===== config.mk =====
export PLATFORM = sky130hd
export DESIGN_NAME = text_console_writer_flat
export DESIGN_NICKNAME = d
export VERILOG_FILES = /design/src/rtl/text_console_pkg.sv /design/src/rtl/text_console_writer_if.sv /design/src/rtl/text_console_writer.sv /design/src/flat_wrapper.sv
export SDC_FILE = /design/constraint.sdc
export NUM_CORES = 1
export LEC_CHECK = 0
export CELL_PAD_IN_SITES_DETAIL_PLACEMENT = 0
export CELL_PAD_IN_SITES_GLOBAL_PLACEMENT = 2
export CORE_ASPECT_RATIO = 0.75
export CORE_MARGIN = 1.5
export CORE_UTILIZATION = 29
export DETAILED_ROUTE_END_ITERATION = 10
export GPL_ROUTABILITY_DRIVEN = 1
export PLACE_DENSITY_LB_ADDON = 0.1
export RECOVER_POWER = 25
export SETUP_SLACK_MARGIN = 0.15
export SYNTH_ARGS = -nofsm -noshare
export SYNTH_HDL_FRONTEND = slang
export SYNTH_SLANG_ARGS = --single-unit

===== constraint.sdc =====
create_clock -name clk -period 2.9 [get_ports clk]
set_input_delay 0.435 -clock clk [delete_from_list [all_inputs] [get_ports clk]]
set_output_delay 0.435 -clock clk [all_outputs]
set_load 0.03 [all_outputs]

===== src/rtl/text_console_pkg.sv =====
// Shared constants, control codes and FSM state type for the text console writer.
package text_console_pkg;

    localparam int unsigned DefaultCols = 80;
    localparam int unsigned DefaultRows = 25;

    localparam logic [7:0] CharBs = 8'h08;
    localparam logic [7:0] CharLf = 8'h0A;
    localparam logic [7:0] CharFf = 8'h0C;
    localparam logic [7:0] CharCr = 8'h0D;

    localparam logic [31:0] FillWord = 32'h2020_2020;

    typedef enum logic [1:0] {
        StClrScreen,
        StIdle,
        StClrLine
    } state_e;

    function automatic logic is_printable(input logic [7:0] c);
        return (c >= 8'h20) && (c <= 8'h7E);
    endfunction

endpackage


===== src/rtl/text_console_writer_if.sv =====
// Character input handshake plus text RAM write port and status of the console writer.
interface text_console_writer_if;

    logic        char_valid;
    logic [7:0]  char_data;
    logic        char_ready;
    logic [8:0]  write_address;
    logic [31:0] write_data;
    logic [3:0]  write_byteena;
    logic        write_en;
    logic [6:0]  cursor_col;
    logic [4:0]  cursor_row;
    logic        busy;

    modport master (
        output char_valid, char_data,
        input  char_ready, write_address, write_data, write_byteena, write_en,
        input  cursor_col, cursor_row, busy
    );

    modport slave (
        input  char_valid, char_data,
        output char_ready, write_address, write_data, write_byteena, write_en,
        output cursor_col, cursor_row, busy
    );

endinterface


===== src/rtl/text_console_writer.sv =====
// Writes a character stream into a word-organised text RAM, tracking a cursor and
// clearing lines on row advance and the whole screen on form feed or reset.
module text_console_writer
    import text_console_pkg::*;
#(
    parameter int unsigned COLS = DefaultCols,
    parameter int unsigned ROWS = DefaultRows
) (
    input logic                  clk,
    input logic                  reset,
    text_console_writer_if.slave bus
);

    localparam int unsigned LineWords   = COLS / 4;
    localparam int unsigned ScreenWords = (ROWS * COLS) / 4;

    localparam logic [8:0]  LineLast   = 9'(LineWords - 1);
    localparam logic [8:0]  ScreenLast = 9'(ScreenWords - 1);
    localparam logic [8:0]  LineW      = 9'(LineWords);
    localparam logic [10:0] ColsW      = 11'(COLS);
    localparam logic [6:0]  ColLast    = 7'(COLS - 1);
    localparam logic [4:0]  RowLast    = 5'(ROWS - 1);

    state_e      state;
    logic [8:0]  clr_cnt;
    logic [6:0]  col_q;
    logic [4:0]  row_q;
    logic        wen_q;
    logic [8:0]  waddr_q;
    logic [31:0] wdata_q;
    logic [3:0]  wbe_q;

    logic [10:0] cell_index;
    logic [4:0]  row_next;
    logic [8:0]  line_base;
    logic [8:0]  next_line_base;
    logic [7:0]  c;

    assign c              = bus.char_data;
    assign cell_index     = 11'(row_q) * ColsW + 11'(col_q);
    assign row_next       = (row_q == RowLast) ? 5'd0 : row_q + 5'd1;
    assign line_base      = 9'(row_q) * LineW;
    assign next_line_base = 9'(row_next) * LineW;

    always_ff @(posedge clk or posedge reset) begin
        if (reset) begin
            state   <= StClrScreen;
            clr_cnt <= '0;
            col_q   <= '0;
            row_q   <= '0;
            wen_q   <= 1'b0;
            waddr_q <= '0;
            wdata_q <= '0;
            wbe_q   <= '0;
        end else begin
            wen_q <= 1'b0;
            unique case (state)
                StClrScreen: begin
                    wen_q   <= 1'b1;
                    waddr_q <= clr_cnt;
                    wdata_q <= FillWord;
                    wbe_q   <= 4'hF;
                    if (clr_cnt == ScreenLast) begin
                        clr_cnt <= '0;
                        state   <= StIdle;
                    end else begin
                        clr_cnt <= clr_cnt + 9'd1;
                    end
                end
                StClrLine: begin
                    wen_q   <= 1'b1;
                    waddr_q <= line_base + clr_cnt;
                    wdata_q <= FillWord;
                    wbe_q   <= 4'hF;
                    if (clr_cnt == LineLast) begin
                        clr_cnt <= '0;
                        state   <= StIdle;
                    end else begin
                        clr_cnt <= clr_cnt + 9'd1;
                    end
                end
                StIdle: begin
                    if (bus.char_valid) begin
                        if (is_printable(c)) begin
                            wen_q   <= 1'b1;
                            waddr_q <= cell_index[10:2];
                            wdata_q <= {4{c}};
                            wbe_q   <= 4'b0001 << cell_index[1:0];
                            if (col_q == ColLast) begin
                                // Line clear follows the character write on the next cycle.
                                col_q   <= '0;
                                row_q   <= row_next;
                                clr_cnt <= '0;
                                state   <= StClrLine;
                            end else begin
                                col_q <= col_q + 7'd1;
                            end
                        end else begin
                            case (c)
                                CharCr: col_q <= '0;
                                CharLf: begin
                                    // No character write to emit, so the first clear word goes out now.
                                    col_q   <= '0;
                                    row_q   <= row_next;
                                    wen_q   <= 1'b1;
                                    waddr_q <= next_line_base;
                                    wdata_q <= FillWord;
                                    wbe_q   <= 4'hF;
                                    clr_cnt <= 9'd1;
                                    state   <= StClrLine;
                                end
                                CharBs: begin
                                    if (col_q != 7'd0) begin
                                        col_q <= col_q - 7'd1;
                                    end
                                end
                                CharFf: begin
                                    col_q   <= '0;
                                    row_q   <= '0;
                                    clr_cnt <= '0;
                                    state   <= StClrScreen;
                                end
                                default: ;
                            endcase
                        end
                    end
                end
                default: state <= StClrScreen;
            endcase
        end
    end

    assign bus.char_ready    = (state == StIdle);
    assign bus.busy          = (state != StIdle);
    assign bus.write_en      = wen_q;
    assign bus.write_address = waddr_q;
    assign bus.write_data    = wdata_q;
    assign bus.write_byteena = wbe_q;
    assign bus.cursor_col    = col_q;
    assign bus.cursor_row    = row_q;

endmodule


===== src/flat_wrapper.sv =====
// flat-port wrapper written by rule: the top's interface ports become plain ports
module text_console_writer_flat import text_console_pkg::*;
#(
    parameter int unsigned COLS = DefaultCols,
    parameter int unsigned ROWS = DefaultRows
)
  (clk, reset, bus_char_valid, bus_char_data, bus_char_ready, bus_write_address, bus_write_data, bus_write_byteena, bus_write_en, bus_cursor_col, bus_cursor_row, bus_busy);
  text_console_writer_if bus_i ();
  input logic clk;
  input logic reset;
  input wire logic [$bits(bus_i.char_valid)-1:0] bus_char_valid;
  input wire logic [$bits(bus_i.char_data)-1:0] bus_char_data;
  output wire logic [$bits(bus_i.char_ready)-1:0] bus_char_ready;
  output wire logic [$bits(bus_i.write_address)-1:0] bus_write_address;
  output wire logic [$bits(bus_i.write_data)-1:0] bus_write_data;
  output wire logic [$bits(bus_i.write_byteena)-1:0] bus_write_byteena;
  output wire logic [$bits(bus_i.write_en)-1:0] bus_write_en;
  output wire logic [$bits(bus_i.cursor_col)-1:0] bus_cursor_col;
  output wire logic [$bits(bus_i.cursor_row)-1:0] bus_cursor_row;
  output wire logic [$bits(bus_i.busy)-1:0] bus_busy;
  assign bus_i.char_valid = bus_char_valid;
  assign bus_i.char_data = bus_char_data;
  assign bus_char_ready = bus_i.char_ready;
  assign bus_write_address = bus_i.write_address;
  assign bus_write_data = bus_i.write_data;
  assign bus_write_byteena = bus_i.write_byteena;
  assign bus_write_en = bus_i.write_en;
  assign bus_cursor_col = bus_i.cursor_col;
  assign bus_cursor_row = bus_i.cursor_row;
  assign bus_busy = bus_i.busy;
  text_console_writer #(.COLS(COLS), .ROWS(ROWS)) u_core (.clk(clk), .reset(reset), .bus(bus_i));
endmodule

Word-level counts from Yosys, hierarchy flattened
Index checks and enable logic that the tools add are counted.
{"block": "word_totals", "register_bits": 69, "inputBits": 11, "output_inout_bits": 60, "word_cells": 92}
{"block": "op_classes", "n_addsub": 6, "multipliers": 3, "n_lt_le_gt_ge": 2, "eq_ne": 19, "shift": 1, "mux": 38, "reduce_logical": 15}
{"cell": "32-bit 2-to-1 mux", "count": 3}
{"cell": "9-bit 2-to-1 mux", "count": 8}
{"cell": "32-bit one-hot mux with 2 select lines", "count": 1}
{"cell": "9-bit one-hot mux with 3 select lines", "count": 2}
{"cell": "8-bit by 4-bit equality test with 1-bit output (second input constant)", "count": 4}
{"cell": "5-bit by 3-bit multiplier with 7-bit output (second input constant)", "count": 3}
{"cell": "7-bit 2-to-1 mux", "count": 3}
{"cell": "9-bit one-hot mux with 2 select lines", "count": 1}
{"cell": "5-bit 2-to-1 mux", "count": 3}
{"cell": "7-bit one-hot mux with 2 select lines", "count": 1}
{"cell": "4-bit 2-to-1 mux", "count": 3}
{"cell": "4-bit AND reduction", "count": 3}
{"cell": "11-bit by 7-bit adder with 11-bit output", "count": 1}
{"cell": "2-bit 2-to-1 mux", "count": 5}
{"cell": "5-bit one-hot mux with 2 select lines", "count": 1}
{"cell": "9-bit by 1-bit adder with 9-bit output (second input constant)", "count": 1}
{"cell": "9-bit adder", "count": 1}
{"cell": "9-bit by 5-bit equality test with 1-bit output (second input constant)", "count": 1}
{"cell": "9-bit equality test (second input constant)", "count": 1}
{"cell": "3-bit nonzero test", "count": 3}
{"cell": "8-bit by 6-bit >= comparator with 1-bit output (second input constant)", "count": 1}
{"cell": "8-bit by 7-bit less-or-equal comparator with 1-bit output (second input constant)", "count": 1}
{"cell": "4-bit one-hot mux with 2 select lines", "count": 1}
{"cell": "7-bit by 1-bit adder with 7-bit output (second input constant)", "count": 1}
{"cell": "other kinds (24)", "count": 31}

Logic depth before layout (Yosys ltp)
Gate-level depths: netlist of the first run.
{"block": "logic_depth", "word_depth": 7, "depth_mapped": 13, "mapped_depth_nobuf": 13}

Worst setup path before layout of the first run
No wires, ideal clock.
{"block": "synth_path", "path_kind": "register -> register", "from": "reg u_core.row_q[1] (netlist: u_core.bus.cursor_row[1])", "to": "reg u_core.waddr_q[8] (netlist: u_core.bus.write_address[8])", "setup_time_ns": 0.127, "t_arrival_ns": 2.798, "t_required_ns": 2.773, "slack_ns": -0.025, "stages_incl_launch_ff": 13, "n_path_buf": 0, "synth_period_minus_slack_ns": 2.925, "cell_sequence": "dfrtp_1 > ha_1 > and3b_1 > a211oi_1 > inv_1 > ha_1 > ha_1 > a21o_1 > a21oi_1 > xnor2_1 > nand2_1 > o211ai_1 > a21oi_1"}
{"block": "synth_via", "elab_chain_len": 7, "elab_cells_between_ends": 12, "classes_between": "3 x add/sub; 3 x mul; 1 x eq/ne; 5 x mux"}
{"item": "start, declared", "line_no": "text_console_writer.sv:27", "source": "logic [4:0] row_q;"}
{"item": "start signal, assigned", "line_no": "text_console_writer.sv:92", "source": "row_q <= row_next;"}
{"item": "start signal, assigned", "line_no": "text_console_writer.sv:104", "source": "row_q <= row_next;"}
{"item": "5-bit by 1-bit adder with 5-bit output / 5-bit equality test (equally long branches)", "line_no": "text_console_writer.sv:41", "source": "assign row_next = (row_q == RowLast) ? 5'd0 : row_q + 5'd1;"}
{"item": "5-bit 2-to-1 mux", "line_no": "text_console_writer.sv:41"}
{"item": "5-bit by 3-bit multiplier with 7-bit output", "line_no": "text_console_writer.sv:43", "source": "assign next_line_base = 9'(row_next) * LineW;"}
{"item": "9-bit 2-to-1 mux", "line_no": "text_console_writer.sv:99", "source": "case (c)"}
{"item": "9-bit 2-to-1 mux", "line_no": "text_console_writer.sv:84", "source": "if (is_printable(c)) begin"}
{"item": "9-bit 2-to-1 mux", "line_no": "text_console_writer.sv:83", "source": "if (bus.char_valid) begin"}
{"item": "9-bit one-hot mux with 3 select lines *", "line_no": "text_console_writer.sv:57", "source": "unique case (state)"}
{"item": "end signal, assigned", "line_no": "text_console_writer.sv:60", "source": "waddr_q <= clr_cnt;"}
{"item": "end signal, assigned", "line_no": "text_console_writer.sv:86", "source": "waddr_q <= cell_index[10:2];"}
{"item": "end signal, assigned", "line_no": "text_console_writer.sv:106", "source": "waddr_q <= next_line_base;"}
{"item": "end, declared", "line_no": "text_console_writer.sv:29", "source": "logic [8:0] waddr_q;"}
Mark *: on every way between the ends. The rest lies on a longest branch, timed or not. The select of a mux whose other input is x is not followed.
A chain may end at the register's enable or synchronous reset.

Worst setup path after layout of the first run
Same ends and word-level chain as after synthesis.

==> flow_summary.json, run 1 <==
{
  "outcome": "finished clean",
  "die_y_um": 101,
  "timing.max_cap.violations": 0,
  "crit_type": "reg -> reg",
  "dr.first_iter.drc_count": 227,
  "power.density_nw_per_um2": 992,
  "post-route-drc-count": 0,
  "die_w_um": 134,
  "io_pins": 71,
  "synth_area_per_cell_um2": 8.69,
  "layout_common_cells": "69 x clkdlybuf4s50_1, 41 x dfrtp_1, 40 x nand2_1",
  "vdd_drop_max_mv": 0.368,
  "leakagePower_nw": 2.07,
  "final_common_cell": "clkdlybuf4s50_1",
  "final_max_slew_viol_count": 0,
  "grt_pass1_vias": 3290,
  "synth-main-ff-cell": "dfrtp_1",
  "hold_buffers": 0,
  "num_antenna_cells": 0,
  "multi_input_area_um2": 2350,
  "place_area_um2": 4560,
  "cts_max_level": 2,
  "overflow": 0,
  "syn-cell-area_um2": 3720,
  "grt_max_degree": 29,
  "post_synth_num_cell_types": 63,
  "fin_ws_ns": 0.210,
  "cp.required_ns": 3.08,
  "path_cells": "ha_4, ha_4, inv_2, fa_1, inv_2, ha_4, o21ai_2, o21bai_1, a21oi_1, xnor2_1, a211oi_1, a21oi_1",
  "skew_ns": 0.00949,
  "ys_warn_count": 0,
  "cp_slowest_stage_delay_ns": 0.55,
  "firstDrtPassIters": 4,
  "cp_common_cell": "ha_4",
  "numCtsBuffers": 5,
  "period_needed_ns": 2.69,
  "final_nets": 540,
  "antenna_left": 0,
  "dieArea_um2": 13500,
  "routed_wl_um": 11600,
  "grt.total_usage_pct": 17.5,
  "synth_edf_count": 0,
  "numPortBuffers": 70,
  "netlist_instances": 428,
  "start_util_pct": 30.0,
  "syn_nets": 475,
  "regArea_um2": 1130,
  "ys_seq_area_share_pct": 30.3,
  "cts_tree": "built",
  "cp-end-kind": "flip-flop",
  "cts_root_buf": "clkbuf_16",
  "clk_latency_ns": 0.30,
  "crit_fanout": 3,
  "timing.fmax_mhz": 372,
  "viasPerCell": 5.17,
  "coreArea_um2": 12400,
  "dp_hpwl_um": 8940,
  "rows": 35,
  "arrival_ns": 2.87,
  "fillers": 1240,
  "tightestPinTransition_ns": 0.810,
  "startpoint_type": "flip-flop",
  "area_growth_pct": 31.5,
  "clock-sinks": 45,
  "place_congestion": 0.773,
  "dr_total_vias": 3414,
  "wl_per_cell_um": 17.5,
  "drive_gt1_share_pct": 15.6,
  "slew_headroom_pct": 46.0,
  "hold_viol": 0,
  "setup_tns_ns": 0,
  "final_cell_area_um2": 4890,
  "clk_path_buf_depth": 2,
  "period_share_pct": 92.8,
  "dp_slack_ns": 0.0946,
  "cp_slowest_cell": "fa_1",
  "path_clk_slew_ns": 0.07,
  "min_path_type": "reg -> reg",
  "antenna_found_initial": 0,
  "ys_ff_latch": 45,
  "setup_viol": 0,
  "rsz0062_at_grt": "true",
  "async_reset_ff_share_pct": 100,
  "grt_pass1_wl_um": 18400
}
-- per-layer routing --
layer	part of all wire, %	GRT usage (%)	vias up
met2	41	25.6	81
li1	-	-	1655
met3	3.9	3.12	2
met4	0.35	2.51	0
met1	55	26.9	1676
met5	0	0	-
-- metrics by stage --
stage	std cells	hold slack (ns)	util, %	total power [mW]
6_report	660	0.484	39.4	4.85
3_5_place_dp	649	0.472	36.8	4.07
5_1_grt	660	0.530	39.4	5.24
2_1_floorplan	428	0.512	-	3.05
3_3_place_gp	649	0.461	36.8	4.09
4_1_cts	659	0.481	38.4	4.82
-- power by group --
group	switching [mW]	leakage (nW)	internal, mW
registers	0.253	0.560	0.830
clock network	0.292	0.0859	0.416
logic	1.78	1.43	1.28
total	2.32	2.07	2.52
-- cell usage after synthesis, types with 3 or more instances --
cell type   n  area, um^2
a22oi_1     3        22.5
clkbuf_8    3        41.3
o41ai_1     4        35.0
buf_4      24         180
or3_1       3        18.8
a41oi_1     3        26.3
fa_1        4        80.1
nand3_1    20         100
and2_1      3        18.8
clkbuf_1    8        30.0
dfrtp_1    45        1130
a21oi_1    21         105
a221oi_1    3        26.3
a31oi_1     3        18.8
o31ai_1    15         113
xor2_1      3        26.3
ha_1       32         400
o21ai_0    34         170
nor2_1     39         146
nor3_1      7        35.0
o211ai_1    4        30.0
inv_1      24        90.1
buf_2       5        25.0
nand4_1     4        25.0
or2_2       3        18.8
a211oi_1    6        45.0
xnor2_1    13         114
nand2_1    40         150
a21o_1      8        60.1
-- kinds of logic after synthesis --
kind of cell    count (synthesis)  share of synthesized area (%)
flops                          45                           30.3
xor+xnor                       17                           4.38
mux                             4                           1.14
fa+ha+maj                      36                           12.9
simple gates                  137                           18.5
compound gates                125                           22.9
buf+inv                        64                           9.86
-- state kept, by name (all words and copies together), names as in the netlist --
signal and count:
u_core.bus.cursor_col 7, u_core.bus.cursor_row 5, u_core.bus.write_address 9, u_core.bus.write_byteena 4
u_core.bus.write_data 8, u_core.bus.write_en 1, u_core.clr_cnt 9, u_core.state 2
-- layout make-up --
type | instances | area share (%)
Timing Repair Buffer | 98 | 19.0
Sequential cell | 45 | 23.1
Clock inverter | 3 | 1.02
Tap cell | 166 | 4.25
Clock buffer | 5 | 2.56
Inverter | 24 | 1.84
Multi-Input combinational cell | 319 | 48.2
-- worst max-delay path: cells and delay by family, from the launching register on --
family / cells / cell delay, ns
buffers and inverters: 2 / 0.11
DFF: 1 / 0.44
xor gates and xnor gates: 1 / 0.13
adders and majority gates: 4 / 1.23
AOI/OAI and AO/OA: 5 / 0.66
-- repair_timing --
item / CTS / global route
pin swaps: 1 / 16
gates resized for setup: 2 / 23
setup endpoints to repair: 2 / 3
buffers inserted: 2 / 1
-- worst paths after layout --
check,startpoint,to,slack [ns],cells after the start
max reg2reg,u_core.bus.cursor_row[1]$_DFFE_PP0P_,u_core.bus.write_address[8]$_DFFE_PP0P_,0.21,12
min,u_core.bus.write_address[5]$_DFFE_PP0P_,u_core.bus.write_address[5]$_DFFE_PP0P_,0.48,2
max,u_core.bus.cursor_row[1]$_DFFE_PP0P_,u_core.bus.write_address[8]$_DFFE_PP0P_,0.21,12
min reg2reg,u_core.bus.write_address[5]$_DFFE_PP0P_,u_core.bus.write_address[5]$_DFFE_PP0P_,0.48,2
max in group asynchronous,reset,u_core.clr_cnt[8]$_DFFE_PP0P_,0.95,3
min in group asynchronous,reset,u_core.bus.write_data[28]$_DFFE_PP0P_,0.74,2
No activity file was read; power rests on OpenSTA's default activity.
==> run 2: changes to the inputs <==
- CTS_BUF_LIST: not set -> sky130_fd_sc_hd__clkbuf_16
- CTS_CLUSTER_SIZE: not set -> 8
==> results of run 2 <==
No change in the layout: final DEF, timing and power equal those of run 1.
